==> src/rtl/fetch_queue.sv <==
// -----------------------------------------------------------------------------
// fetch_queue
//   Instruction fetch stage with a DEPTH-entry queue between the instruction
//   cache port and decode. It generates sequential fetch PCs, stops fetching
//   when the queue is full, and flushes and restarts on a redirect. It also
//   freezes fetch after it fetches a halt instruction.
//
// Ports
//   CLK          clock, rising edge
//   RST          synchronous, active-high reset
//   imem_ren     fetch request (never 1 while RST, redirect, full or halted)
//   imem_addr    fetch address (= fetch PC)
//   ihit         cache returns imem_load this cycle (ignored when imem_ren=0)
//   imem_load    fetched instruction word
//   redirect     flush the queue and restart fetch at redirect_pc
//   redirect_pc  restart address, word-aligned internally
//   out_valid    queue head valid
//   out_ready    decode accepts the head
//   out_instr    head instruction (0 when empty)
//   out_pc       head PC (0 when empty)
//   out_pp4      head PC+4 (0 when empty)
//   halted       halt instruction fetched, fetch frozen
//   count        current queue occupancy
// -----------------------------------------------------------------------------
module fetch_queue #(
   parameter logic [31:0] PC_INIT = 32'h0,
   parameter int          DEPTH   = 4,
   parameter logic [5:0]  HALT_OP = 6'b111111
) (
   input  logic                       CLK,
   input  logic                       RST,
   output logic                       imem_ren,
   output logic [31:0]                imem_addr,
   input  logic                       ihit,
   input  logic [31:0]                imem_load,
   input  logic                       redirect,
   input  logic [31:0]                redirect_pc,
   output logic                       out_valid,
   input  logic                       out_ready,
   output logic [31:0]                out_instr,
   output logic [31:0]                out_pc,
   output logic [31:0]                out_pp4,
   output logic                       halted,
   output logic [$clog2(DEPTH+1)-1:0] count
);

   localparam int PTR_W = $clog2(DEPTH);
   localparam int CNT_W = $clog2(DEPTH+1);
   localparam logic [CNT_W-1:0] FULL_CNT = CNT_W'(DEPTH);

   typedef enum logic {S_FETCH, S_HALTED} state_e;

   state_e             state_q, state_d;
   logic [31:0]        fpc_q, fpc_d;
   logic [PTR_W-1:0]   rd_ptr_q, rd_ptr_d;
   logic [PTR_W-1:0]   wr_ptr_q, wr_ptr_d;
   logic [CNT_W-1:0]   count_q, count_d;

   logic [31:0]        instr_q [DEPTH];
   logic [31:0]        pc_q    [DEPTH];
   logic [31:0]        pp4_q   [DEPTH];

   logic full, empty, push, pop;

   assign full  = (count_q == FULL_CNT);
   assign empty = (count_q == '0);

   // Fetch request depends only on registered state plus RST/redirect, so a
   // pop never frees a slot for a push in the same cycle.
   assign imem_ren  = (state_q == S_FETCH) & ~full & ~redirect & ~RST;
   assign imem_addr = fpc_q;
   assign push      = imem_ren & ihit;
   assign pop       = ~empty & out_ready;

   // Head outputs come straight from the slot at rd_ptr, zeroed when empty.
   assign out_valid = ~empty;
   assign out_instr = empty ? 32'h0 : instr_q[rd_ptr_q];
   assign out_pc    = empty ? 32'h0 : pc_q[rd_ptr_q];
   assign out_pp4   = empty ? 32'h0 : pp4_q[rd_ptr_q];
   assign halted    = (state_q == S_HALTED);
   assign count     = count_q;

   always_comb begin
      // NOTE: every next-state value gets a default first so no path through
      // this block leaves a variable unassigned (which would infer a latch).
      state_d  = state_q;
      fpc_d    = fpc_q;
      rd_ptr_d = rd_ptr_q;
      wr_ptr_d = wr_ptr_q;
      count_d  = count_q;

      if (redirect) begin
         // Flush wins over push and pop; any hit this cycle is dropped.
         state_d  = S_FETCH;
         fpc_d    = {redirect_pc[31:2], 2'b00};
         rd_ptr_d = '0;
         wr_ptr_d = '0;
         count_d  = '0;
      end else begin
         if (push) begin
            wr_ptr_d = wr_ptr_q + 1'b1;
            fpc_d    = fpc_q + 32'd4;
            if (imem_load[31:26] == HALT_OP) state_d = S_HALTED;
         end
         if (pop) rd_ptr_d = rd_ptr_q + 1'b1;
         case ({push, pop})
            2'b10:   count_d = count_q + 1'b1;
            2'b01:   count_d = count_q - 1'b1;
            default: count_d = count_q;
         endcase
      end
   end

   // NOTE: sequential state uses non-blocking assignments so every register
   // samples the pre-edge values, independent of statement order.
   always_ff @(posedge CLK) begin
      if (RST) begin
         state_q  <= S_FETCH;
         fpc_q    <= PC_INIT;
         rd_ptr_q <= '0;
         wr_ptr_q <= '0;
         count_q  <= '0;
      end else begin
         state_q  <= state_d;
         fpc_q    <= fpc_d;
         rd_ptr_q <= rd_ptr_d;
         wr_ptr_q <= wr_ptr_d;
         count_q  <= count_d;
      end
   end

   // NOTE: queue storage is deliberately not reset; count/pointers gate every
   // read, so stale slot contents are never visible.
   always_ff @(posedge CLK) begin
      if (push) begin
         instr_q[wr_ptr_q] <= imem_load;
         pc_q[wr_ptr_q]    <= fpc_q;
         pp4_q[wr_ptr_q]   <= fpc_q + 32'd4;
      end
   end

endmodule

==> config.mk <==
export PLATFORM = sky130hd
export DESIGN_NAME = fetch_queue
export DESIGN_NICKNAME = d
export VERILOG_FILES = /design/src/rtl/fetch_queue.sv
export SDC_FILE = /design/constraint.sdc
export NUM_CORES = 1
export LEC_CHECK = 0
export CAP_MARGIN = 20
export CELL_PAD_IN_SITES_DETAIL_PLACEMENT = 2
export CELL_PAD_IN_SITES_GLOBAL_PLACEMENT = 2
export CORE_MARGIN = 8
export CORE_UTILIZATION = 43
export CTS_BUF_LIST = sky130_fd_sc_hd__clkbuf_8
export DETAILED_ROUTE_END_ITERATION = 10
export GPL_ROUTABILITY_DRIVEN = 0
export PLACE_DENSITY_LB_ADDON = 0.1
export SETUP_SLACK_MARGIN = 0.1
export SLEW_MARGIN = 5
export SYNTH_ARGS = -nofsm -noshare
export SYNTH_HDL_FRONTEND = slang
export SYNTH_SLANG_ARGS = --single-unit
==> constraint.sdc <==
create_clock -name CLK -period 5.5 [get_ports CLK]
set_input_delay 1.1 -clock CLK [delete_from_list [all_inputs] [get_ports CLK]]
set_output_delay 1.1 -clock CLK [all_outputs]
set_load 0.01 [all_outputs]
Word level (Yosys, flattened, before mapping) --
Memories as Yosys holds them, arrays and structs flattened. A register that Yosys moved wholly into a read port is not among the register bits. Index checks and enable logic that the tools add are counted.
Storage, ports and cells: memory bits (writable) 384, flip-flop bits (word level) 40, output and inout bits 134, memories kept 3, input port bits 69, logic and storage cells 47
Operators by class: muxes and demuxes 14, bitwise gates (word level) 10, reduce and logical (&&, ||, !) cells 5, eq/ne operators 4, add/sub/neg operators 5
Memory list:
- instr_q | words 4, width 32, rd ports 1, clocked after Yosys merged registers in 1, write ports 1, line 59 | logic [31:0] instr_q [DEPTH];
- pc_q | words 4, width 32, rd ports 1, clocked after Yosys merged registers in 1, write ports 1, line 60 | logic [31:0] pc_q [DEPTH];
- pp4_q | words 4, width 32, rd ports 1, clocked after Yosys merged registers in 1, write ports 1, line 61 | logic [31:0] pp4_q [DEPTH];
Operators by type and width (count):
- $mux W32 | 5
- $add A32 B3 Y32 const B | 1
- $mux W2 | 6
- $eq A6 B6 Y1 const B | 1
- $pmux W3 S2 | 1
- $and A1 B1 Y1 | 5
- $not A1 Y1 | 5
- $add A2 B1 Y2 const B | 2
- $reduce_bool A2 Y1 | 2
- $add A3 B1 Y3 const B | 1
- $eq A3 B3 Y1 const B | 1
- $logic_not A3 Y1 | 1
- $sub A3 B1 Y3 const B | 1
- $eq A2 B1 Y1 const B | 1
- $eq A2 B2 Y1 const B | 1
- $mux W1 | 2
- $reduce_and A2 Y1 | 1
- $reduce_or A2 Y1 | 1

Depth between registers and ports, before layout --
Gate-level depths: netlist (run 1).
depth in word-level cells 8, gate-level depth with buffers 12, mapped depth without buffers 9

Least setup slack after synthesis (run 1) --
No wires, ideal clock.
kind input-to-reg, start point input redirect, end point memory instr_q[0][0], enable pin, library setup time 0.461 ns, path slack 0.700 ns, data required time 5.039 ns, buffers on the path 3, stages on the path 6, arrival 4.340 ns, path through buf_2 or2_1 nor4_2 buf_2 buf_1 and2_1
Between the ends: cells in the longest elaborated chain, start to end 6
Ends and longest elaborated chain:
- from (decl) | line 36 | input logic redirect,
- $not A1 Y1 | line 70 | assign imem_ren = (state_q == S_FETCH) & ~full & ~redirect & ~RST;
- $and A1 B1 Y1 (2 in a row) | line 70
- $and A1 B1 Y1 | line 72 | assign push = imem_ren & ihit;
- $mux W1 | line 135 | if (push) begin
- $mux W1 (not written as such) | line 136 | instr_q[wr_ptr_q] <= imem_load;
- to (decl) | line 59
Every way passes these cells.

==> results of run 1 <==
==> cells by family after synthesis <==
kind of cell	count (synthesis)	synth area share, %
adders and majority gates	7	0.5756
and+or+nand+nor	220	8.323
muxes	93	12.61
xor gates and xnor gates	32	1.833
buffers and inverters	73	1.954
DFF	408	71.74
other	1	0.02270
AOI/OAI and AO/OA	74	2.946
==> Yosys cell counts (2+ instances only) <==
cell type,number
edfxtp_1,368
and2_1,103
mux4_2,92
dfxtp_1,40
clkbuf_1,31
nor2_1,30
nand2_1,21
a21oi_1,17
buf_2,17
o21ai_0,16
xnor2_1,16
nand3_1,15
a31oi_1,14
inv_1,13
xor2_1,13
and3_1,10
a22oi_1,8
nand4_1,8
buf_4,7
ha_1,6
o2bb2ai_1,6
or3_1,6
and4_1,5
buf_1,4
a222oi_1,3
nand4_4,3
nor4_2,3
xnor2_2,3
nand3_2,2
nand4_2,2
nor3_1,2
nor4_1,2
nor4_4,2
o311ai_1,2
==> power by group through the flow <==
stage	Combinational (mW)	Sequential (mW)	Clock, mW
floorplan	0.136	3.53	0
global placement	0.296	3.54	0
detailed placement	0.308	3.55	0
CTS	0.311	3.49	2.69
global route	0.328	3.49	2.81
finish	0.305	3.49	2.61
==> sequential cells by signal, summed over array words and instances, names as in the netlist, named ones only <==
register,cells
instr_q,128
pc_q,120
pp4_q,120
imem_addr,30
count,3
rd_ptr_q,2
wr_ptr_q,2
halted,1
==> worst reg2reg max path, cell delays in order, from the launching register on <==
cell and delay, ns:
dfxtp_1 0.42, or3_4 0.83, and2_1 0.35, ha_1 0.22, inv_1 0.06, fa_1 0.38, xor2_1 0.17, or3_1 0.31
a21oi_1 0.14
==> stage by stage <==
stage | std cells | setup WS, ns
global route | 1714 | 1.109
floorplan | 913 | 0.6996
detailed placement | 1588 | 1.414
global placement | 1588 | 1.430
CTS | 1714 | 1.197
finish | 1714 | 1.335
==> routing by layer <==
layer  global-route usage (%)  part of all wire, %
met2                    35.02                   51
met3                    4.186                  4.3
met1                    26.45                   43
met5                        0                    0
met4                    4.841                  1.7
==> worst min-delay path by stage <==
stage,slack (ns),cells after the start,to
3_5_place_dp,0.51,2,wr_ptr_q[1]
6_report,0.52,2,wr_ptr_q[1]
4_1_cts,0.52,2,wr_ptr_q[1]
5_1_grt,0.55,2,wr_ptr_q[1]
2_1_floorplan,0.47,2,wr_ptr_q[1]
3_3_place_gp,0.49,2,wr_ptr_q[1]
==> layout make-up <==
cell class / instances / area (µm²)
clock buffers: 76 / 1046
clock inverters: 50 / 272.8
fillers: 3349 / 17860
inverters: 13 / 48.80
multi-input cells: 432 / 4389
flip-flops and latches: 408 / 11860
well taps: 518 / 648.1
repair buffers: 217 / 2165
==> results_dict.tcl, run 1 <==
set metrics [dict create \
    worst-path-stages 4 \
    finalInstanceArea_um2 20430 \
    hp-start "wr_ptr_q[1]" \
    crit_family "buffers and inverters" \
    tns_ns 0 \
    drt_iter0_markers 552 \
    synthFlopType "edfxtp_1" \
    initial_core_util_pct 43.15 \
    hold_slack_ns 0.5161 \
    period_share_pct 75.72 \
    root_buffer "clkbuf_8" \
    maxCapViolations 0 \
    row_count 72 \
    drcViolationCount 0 \
    routedWlPerCell_um 26.32 \
    final_common_cell "edfxtp_1" \
    critPathKind "flop to output pin" \
    rr_endpoint "count[2]" \
    grt_pass1_vias 10480 \
    switching_share_pct 22.10 \
    cp.required_ns 4.40 \
    synth_seq_area_share_pct 71.74 \
    crit_arrival_ns 3.06 \
    p_comb_share_pct 4.8 \
    post-dp-hpwl_um 28760 \
    ys_async_sr_fraction_pct 0 \
    ios 203 \
    rr_worst_depth 8 \
    final_cell_mix "edfxtp_1, clkdlybuf4s50_1, and2_1" \
    diodes 0 \
    syn_to_final_growth_pct 23.65 \
    syn-cell-area_um2 16520 \
    ys_types 52 \
    cts_hold_repair.buffers 0 \
    fin_skew_ns 0.02369 \
    ff2ff_setup_slack_ns 2.55 \
    worstMarginPinSlew_ns 1.045 \
    cts.clk_slew.worst_paths_ns 0.06 \
    power_mw 6.399 \
    p_sw_mw 1.414 \
    synth-seq-cells 408 \
    clkSinkCount 408 \
    yosys.area.top_type "edfxtp_1" \
    setup_viol 0 \
    timing.rr.start "count[0]" \
    cts_buffers 70 \
    clock_power_share_pct 40.8 \
    path_max_fanout 32 \
    final_hold_viol_count 0 \
    coreArea_um2 38290 \
    crit_path_end_kind "output pin" \
    slew_violations 0 \
    die_h_um 212.0 \
    post_cts_buffers 0 \
    cpMaxStageDelayCell "dfxtp_4" \
    cp.buffers_inverters 2 \
    num-nets-final 1218 \
    die_area_um2 44950 \
    internal_power_mw 4.985 \
    p_seq_share_pct 54.5 \
    yosys_warnings 0 \
    ir_drop_v 0.0001878 \
    outcome "finished clean" \
    rsz0062_at_grt "false" \
    routed_wl_um 45120 \
    synth_area_leaders "edfxtp_1, mux4_2, dfxtp_1" \
    synth_cells 908 \
    layout-drive-gt1-share_pct 19.06 \
    grt_max_degree 95 \
    antenna_found_initial 0 \
    ant_nets 0 \
    layout_min_cycle_time_ns 4.165 \
    path_cells "buf_4 -> mux4_2 -> and2_1 -> clkdlybuf4s50_1" \
    detailedRoute.firstPassIterationCount 4 \
    vias 9234 \
    p_per_area_nw_per_um2 313.2 \
    synth_edf_count 368 \
    die_w_um 212.0 \
    cts.htree.levels 3 \
    numPortBuffers 194 \
    cpPeakStageDelay_ns 0.79 \
    p_leak_nw 6.750 \
    startpoint_type "flop" \
    grt.total_usage_pct 20.39 \
    syn_area_per_cell_um2 18.19 \
    cts_tree "yes" \
    vias_per_cell 5.387 \
    clk_latency_ns 0.60 \
    grt.overflow.total 0 \
    cts_resized 0 \
    fin_util_pct 53.36 \
    max_slew_margin_pct 30.34 \
    grt_pass1_wl_um 68430 \
    hp-class "flop to flop" \
    synth_top_area_share_pct 66.89 \
    crit_end "out_pp4[13]" \
    clockBufferDepth 3 \
    place_area_um2 19110 \
    fmax_mhz 240.1 \
]
No activity file was read; power rests on OpenSTA's default activity.
==> inputs of run 2 (changes only) <==
==> constraint.sdc (replaced) <==
create_clock -name CLK -period 4.2 [get_ports CLK]
set_input_delay 0.84 -clock CLK [delete_from_list [all_inputs] [get_ports CLK]]
set_output_delay 0.84 -clock CLK [all_outputs]
set_load 0.01 [all_outputs]
==> results_dict.tcl, run 2 (synthesis gave the netlist of run 1 again) <==
set metrics [dict create \
    clk_latency_ns 0.61 \
    die_h_um 212.0 \
    grt_pass1_wl_um 68580 \
    clkSinkCount 408 \
    ir_drop_v 0.0002904 \
    initial_core_util_pct 43.15 \
    antenna_found_initial 2 \
    startpoint_type "flop" \
    slew_violations 0 \
    numPortBuffers 194 \
    detailedRoute.firstPassIterationCount 5 \
    drt_iter0_markers 575 \
    clockBufferDepth 3 \
    outcome "finished clean" \
    post_cts_buffers 0 \
    crit_family "buffers and inverters" \
    cpMaxStageDelayCell "dfxtp_4" \
    place_inst 1594 \
    cts_tree "yes" \
    cpPeakStageDelay_ns 0.77 \
    grt_max_degree 52 \
    path_cells "buf_4 -> mux4_2 -> and2_1 -> clkdlybuf4s50_1" \
    period_share_pct 87.02 \
    largest_reg_flops 128 \
    crit_arrival_ns 2.81 \
    layout-drive-gt1-share_pct 18.77 \
    p_per_area_nw_per_um2 396.8 \
    drcViolationCount 0 \
    final_cell_mix "edfxtp_1, clkdlybuf4s50_1, and2_1" \
    vias 9293 \
    cts_hold_repair.buffers 0 \
    max_slew_margin_pct 54.53 \
    ios 203 \
    grt.total_usage_pct 20.40 \
    timing.rr.start "count[0]" \
    final_common_cell "edfxtp_1" \
    critPathKind "flop to output pin" \
    worstMarginPinSlew_ns 0.6821 \
    coreArea_um2 38290 \
    row_count 72 \
    tns_ns 0 \
    cts.htree.levels 3 \
    hold_slack_ns 0.5244 \
    num-nets-final 1224 \
    cp.buffers_inverters 2 \
    die_area_um2 44950 \
    p_leak_nw 6.776 \
    path_max_fanout 38 \
    cp.required_ns 3.36 \
    grt_pass1_vias 10610 \
    cts_buffers 70 \
    worst_slack_ns 0.5453 \
    final_cells 1718 \
    routed_wl_um 45030 \
    maxCapViolations 0 \
    syn_to_final_growth_pct 23.85 \
    grt.overflow.total 0 \
    hp-class "flop to flop" \
    setup_viol 0 \
    fmax_mhz 273.6 \
    hp-start "wr_ptr_q[1]" \
    preCtsSetupSlack_ns 0.6810 \
    fin_skew_ns 0.02875 \
    root_buffer "clkbuf_8" \
    top_register "instr_q" \
    crit_path_end_kind "output pin" \
    fillerInstances 3356 \
    routedWlPerCell_um 26.21 \
    top_regs "instr_q: 128 flops, pc_q: 120 flops, pp4_q: 120 flops" \
    die_w_um 212.0 \
    layout_min_cycle_time_ns 3.655 \
    vias_per_cell 5.409 \
    final_hold_viol_count 0 \
    rsz0062_at_grt "false" \
    ant_nets 0 \
    cts_resized 0 \
    fin_util_pct 53.44 \
    post-dp-hpwl_um 28970 \
    cts.clk_slew.worst_paths_ns 0.06 \
]
run 2: layer usage:
| layer | wire length (µm) | up-vias | GRT usage, % |
|---|---|---|---|
| met5 | 13 | - | 0 |
| met4 | 1343 | 2 | 7.836 |
| met3 | 2144 | 81 | 4.157 |
| met2 | 22760 | 249 | 34.52 |
| met1 | 18760 | 4900 | 25.71 |
| li1 | - | 4061 | - |
run 2: worst min-delay path, cell delays in order (launching register included):
cell and delay, ns:
dfxtp_1 0.34, nand2_1 0.07, a21oi_1 0.06
run 2: final timing paths:
check / endpoint / slack (ns) / cells after the start
max reg2reg: count[2] / 1.35 / 9
min: wr_ptr_q[1] / 0.52 / 2
min reg2reg: wr_ptr_q[1] / 0.52 / 2
max: out_instr[11] / 0.55 / 4
run 2: stage by stage:
step	power (mW)	area, µm²
2_1_floorplan	4.797	16540
3_3_place_gp	5.038	19250
3_5_place_dp	5.058	19250
4_1_cts	8.249	20460
5_1_grt	8.420	20460
6_report	8.120	20460
run 2: final cells by class:
cell class	count	area, µm²	area share (%)
well taps	518	648.1	3.168
clock inverters	49	185.2	0.9050
inverters	13	48.80	0.2385
diodes	1	2.502	0.01223
clock buffers	74	1018	4.978
repair buffers	223	2310	11.29
flip-flops and latches	408	11860	57.96
multi-input cells	432	4389	21.45
run 2: report_power, final:
group	switching, mW	total [mW]	leakage (nW)	internal (mW)
Combinational	0.201	0.405	2.33	0.204
Sequential	0.0764	4.56	3.68	4.49
Clock	1.54	3.15	0.762	1.61
Total	1.82	8.12	6.78	6.30
==> inputs of run 3 (changes only) <==
--- a/config.mk
+++ b/config.mk
@@ -5,11 +5,12 @@
 export SDC_FILE = /design/constraint.sdc
 export NUM_CORES = 1
 export LEC_CHECK = 0
+export ABC_AREA = 1
 export CAP_MARGIN = 20
 export CELL_PAD_IN_SITES_DETAIL_PLACEMENT = 2
 export CELL_PAD_IN_SITES_GLOBAL_PLACEMENT = 2
 export CORE_MARGIN = 8
-export CORE_UTILIZATION = 43
+export CORE_UTILIZATION = 38
 export CTS_BUF_LIST = sky130_fd_sc_hd__clkbuf_8
 export DETAILED_ROUTE_END_ITERATION = 10
 export GPL_ROUTABILITY_DRIVEN = 0
==> results_dict.tcl, run 3 <==
set metrics [dict create \
    outcome "finished clean" \
    rsz0062_at_grt "false" \
    cp.required_ns 3.36 \
    timing.rr.start "count[2]" \
    synth_top_family_by_area "simple AND/OR/NAND/NOR gates" \
    rr_worst_depth 9 \
    layout-drive-gt1-share_pct 8.811 \
    p_per_area_nw_per_um2 410.4 \
    period_share_pct 92.34 \
    cts.clk_slew.worst_paths_ns 0.05 \
    clockBufferDepth 3 \
    max_slew_margin_pct 55.04 \
    diodes 0 \
    setup_viol 0 \
    hp-class "flop to flop" \
    worstMarginPinSlew_ns 0.6743 \
    synth_compound_area_share_pct 9.904 \
    hp-start "rd_ptr_q[1]" \
    cts.htree.levels 3 \
    final_hold_viol_count 0 \
    critPathKind "flop to output pin" \
    cts_buffers 73 \
    slew_violations 0 \
    die_w_um 227.5 \
    synth-seq-cells 408 \
    layout_min_cycle_time_ns 3.878 \
    syn_area_per_cell_um2 11.01 \
    fmax_mhz 257.8 \
    ys_types 34 \
    num-nets-final 1832 \
    clk_latency_ns 0.63 \
    place_inst 2273 \
    drcViolationCount 0 \
    ant_nets 0 \
    die_h_um 227.5 \
    synth_area_leaders "edfxtp_1, nor2_1, o21ai_0" \
    syn_to_final_growth_pct 24.36 \
    routed_wl_um 55030 \
    fin_util_pct 47.82 \
    cts_hold_repair.buffers 0 \
    yosys.area.top_type "edfxtp_1" \
    syn-cell-area_um2 17000 \
    yosys_warnings 0 \
    p_leak_nw 7.463 \
    vias_per_cell 5.168 \
    clkSinkCount 408 \
    die_area_um2 51770 \
    path_max_fanout 29 \
    grt.total_usage_pct 21.30 \
    ios 203 \
    synth_seq_area_share_pct 69.70 \
    synth_edf_count 368 \
    synth_simple_gate_area_share_pct 14.89 \
    power_mw 8.678 \
    synth_top_area_share_pct 64.99 \
    drt_iter0_markers 548 \
    rr_endpoint "count[1]" \
    final_cells 2408 \
    final_common_cell "nor2_1" \
    synth_mux_area_share_pct 0 \
    synth_cells 1545 \
    maxCapViolations 0 \
    numPortBuffers 194 \
    top_regs "instr_q: 128 flops, pc_q: 120 flops, pp4_q: 120 flops" \
    largest_reg_flops 128 \
    crit_arrival_ns 3.04 \
    antenna_found_initial 0 \
    grt_pass1_wl_um 83130 \
    coreArea_um2 44220 \
    crit_path_end_kind "output pin" \
    grt_max_degree 121 \
    synth-adder-area-share_pct 0.5592 \
    routedWlPerCell_um 22.85 \
    top_register "instr_q" \
    grt_pass1_vias 14130 \
    synth_xor_area_share_pct 0.9345 \
    fillerInstances 4485 \
    final_cell_mix "nor2_1, edfxtp_1, clkdlybuf4s50_1" \
    ff2ff_setup_slack_ns 1.62 \
    holdPathStages 2 \
    root_buffer "clkbuf_8" \
    fin_skew_ns 0.02116 \
    post-dp-hpwl_um 34180 \
    cts_tree "yes" \
    vias 12440 \
    yosysMostFrequentCell "nor2_1" \
    ys_async_sr_fraction_pct 0 \
    synthFlopType "edfxtp_1" \
    synth_common_cells "nor2_1, edfxtp_1, o21ai_0, nand2_1, a21oi_1" \
    initial_core_util_pct 38.45 \
    detailedRoute.firstPassIterationCount 5 \
    startpoint_type "flop" \
    grt.overflow.total 0 \
    ir_drop_v 0.0002505 \
    row_count 77 \
]
## run 3: cell count changes after synthesis, moves of 57 or more
cell	change
o21ai_0	+175
inv_1	+57
a21oi_1	+108
mux4_2	-92
and2_1	-101
nand2_1	+140
nor2_1	+372
## run 3: power by group
group          internal [mW]  switching (mW)
Combinational          0.178           0.252
Clock                   2.05            1.65
Sequential              4.48          0.0664
Total                   6.71            1.96
## run 3: repair_timing
action / in CTS / in global routing
gates resized for setup: 1 / 0
setup buffers: 0 / 0
endpoints found under the setup margin: 4 / 0
## run 3: critical path, stage by stage, from the launching register on
cell and delay [ns]:
dfxtp_4 0.63, clkinv_4 0.27, buf_4 0.33, nor2_1 0.17, o21ai_0 0.10, a21oi_1 0.28, clkdlybuf4s50_1 0.60
## run 3: per-stage QoR
stage	setup TNS (ns)	setup slack (ns)	hold WS, ns	instance area, µm²
floorplan	-43.89	-0.1193	0.4356	17030
global placement	0	0.7896	0.4411	19680
detailed placement	0	0.7560	0.4452	19680
CTS	0	0.2139	0.4562	21150
global route	0	0.1117	0.5043	21150
finish	0	0.3216	0.4557	21150
## run 3: per-layer routing
layer  GRT usage [%]  up-vias  share of wire (%)
met5               0        -                  0
met4           6.912        0                2.3
met3           3.388       94                3.5
met2           38.54      228                 52
met1           25.69     6406                 42
li1                -     5716                  -
## run 3: final cells by class
cell class | instances | area [µm²] | share of cell area [%]
Clock buffer | 83 | 1142 | 5.402
Multi-Input combinational cell | 980 | 4528 | 21.41
Sequential cell | 408 | 11860 | 56.08
Tap cell | 592 | 740.7 | 3.503
Timing Repair Buffer | 221 | 2282 | 10.79
Inverter | 72 | 277.8 | 1.314
Clock inverter | 52 | 315.3 | 1.491
## run 3: worst max-delay path by stage
stage	startpoint	end	slack, ns
floorplan	RST	instr_q[0][0]	-0.12
global placement	redirect	imem_addr[10]	0.79
detailed placement	flop	out_pc[10]	0.76
CTS	flop	out_pp4[12]	0.21
global route	flop	out_pp4[12]	0.11
finish	flop	out_pp4[12]	0.32
## run 3: cells by family (layout without fill, tap and decap cells)
| group | count (synthesis) | in the layout |
|---|---|---|
| simple gates | 620 | 620 |
| flops | 408 | 408 |
| compound gates | 334 | 334 |
| buf+inv | 162 | 428 |
| xor+xnor | 13 | 13 |
| fa+ha+maj | 7 | 7 |
| other cells | 1 | 6 |
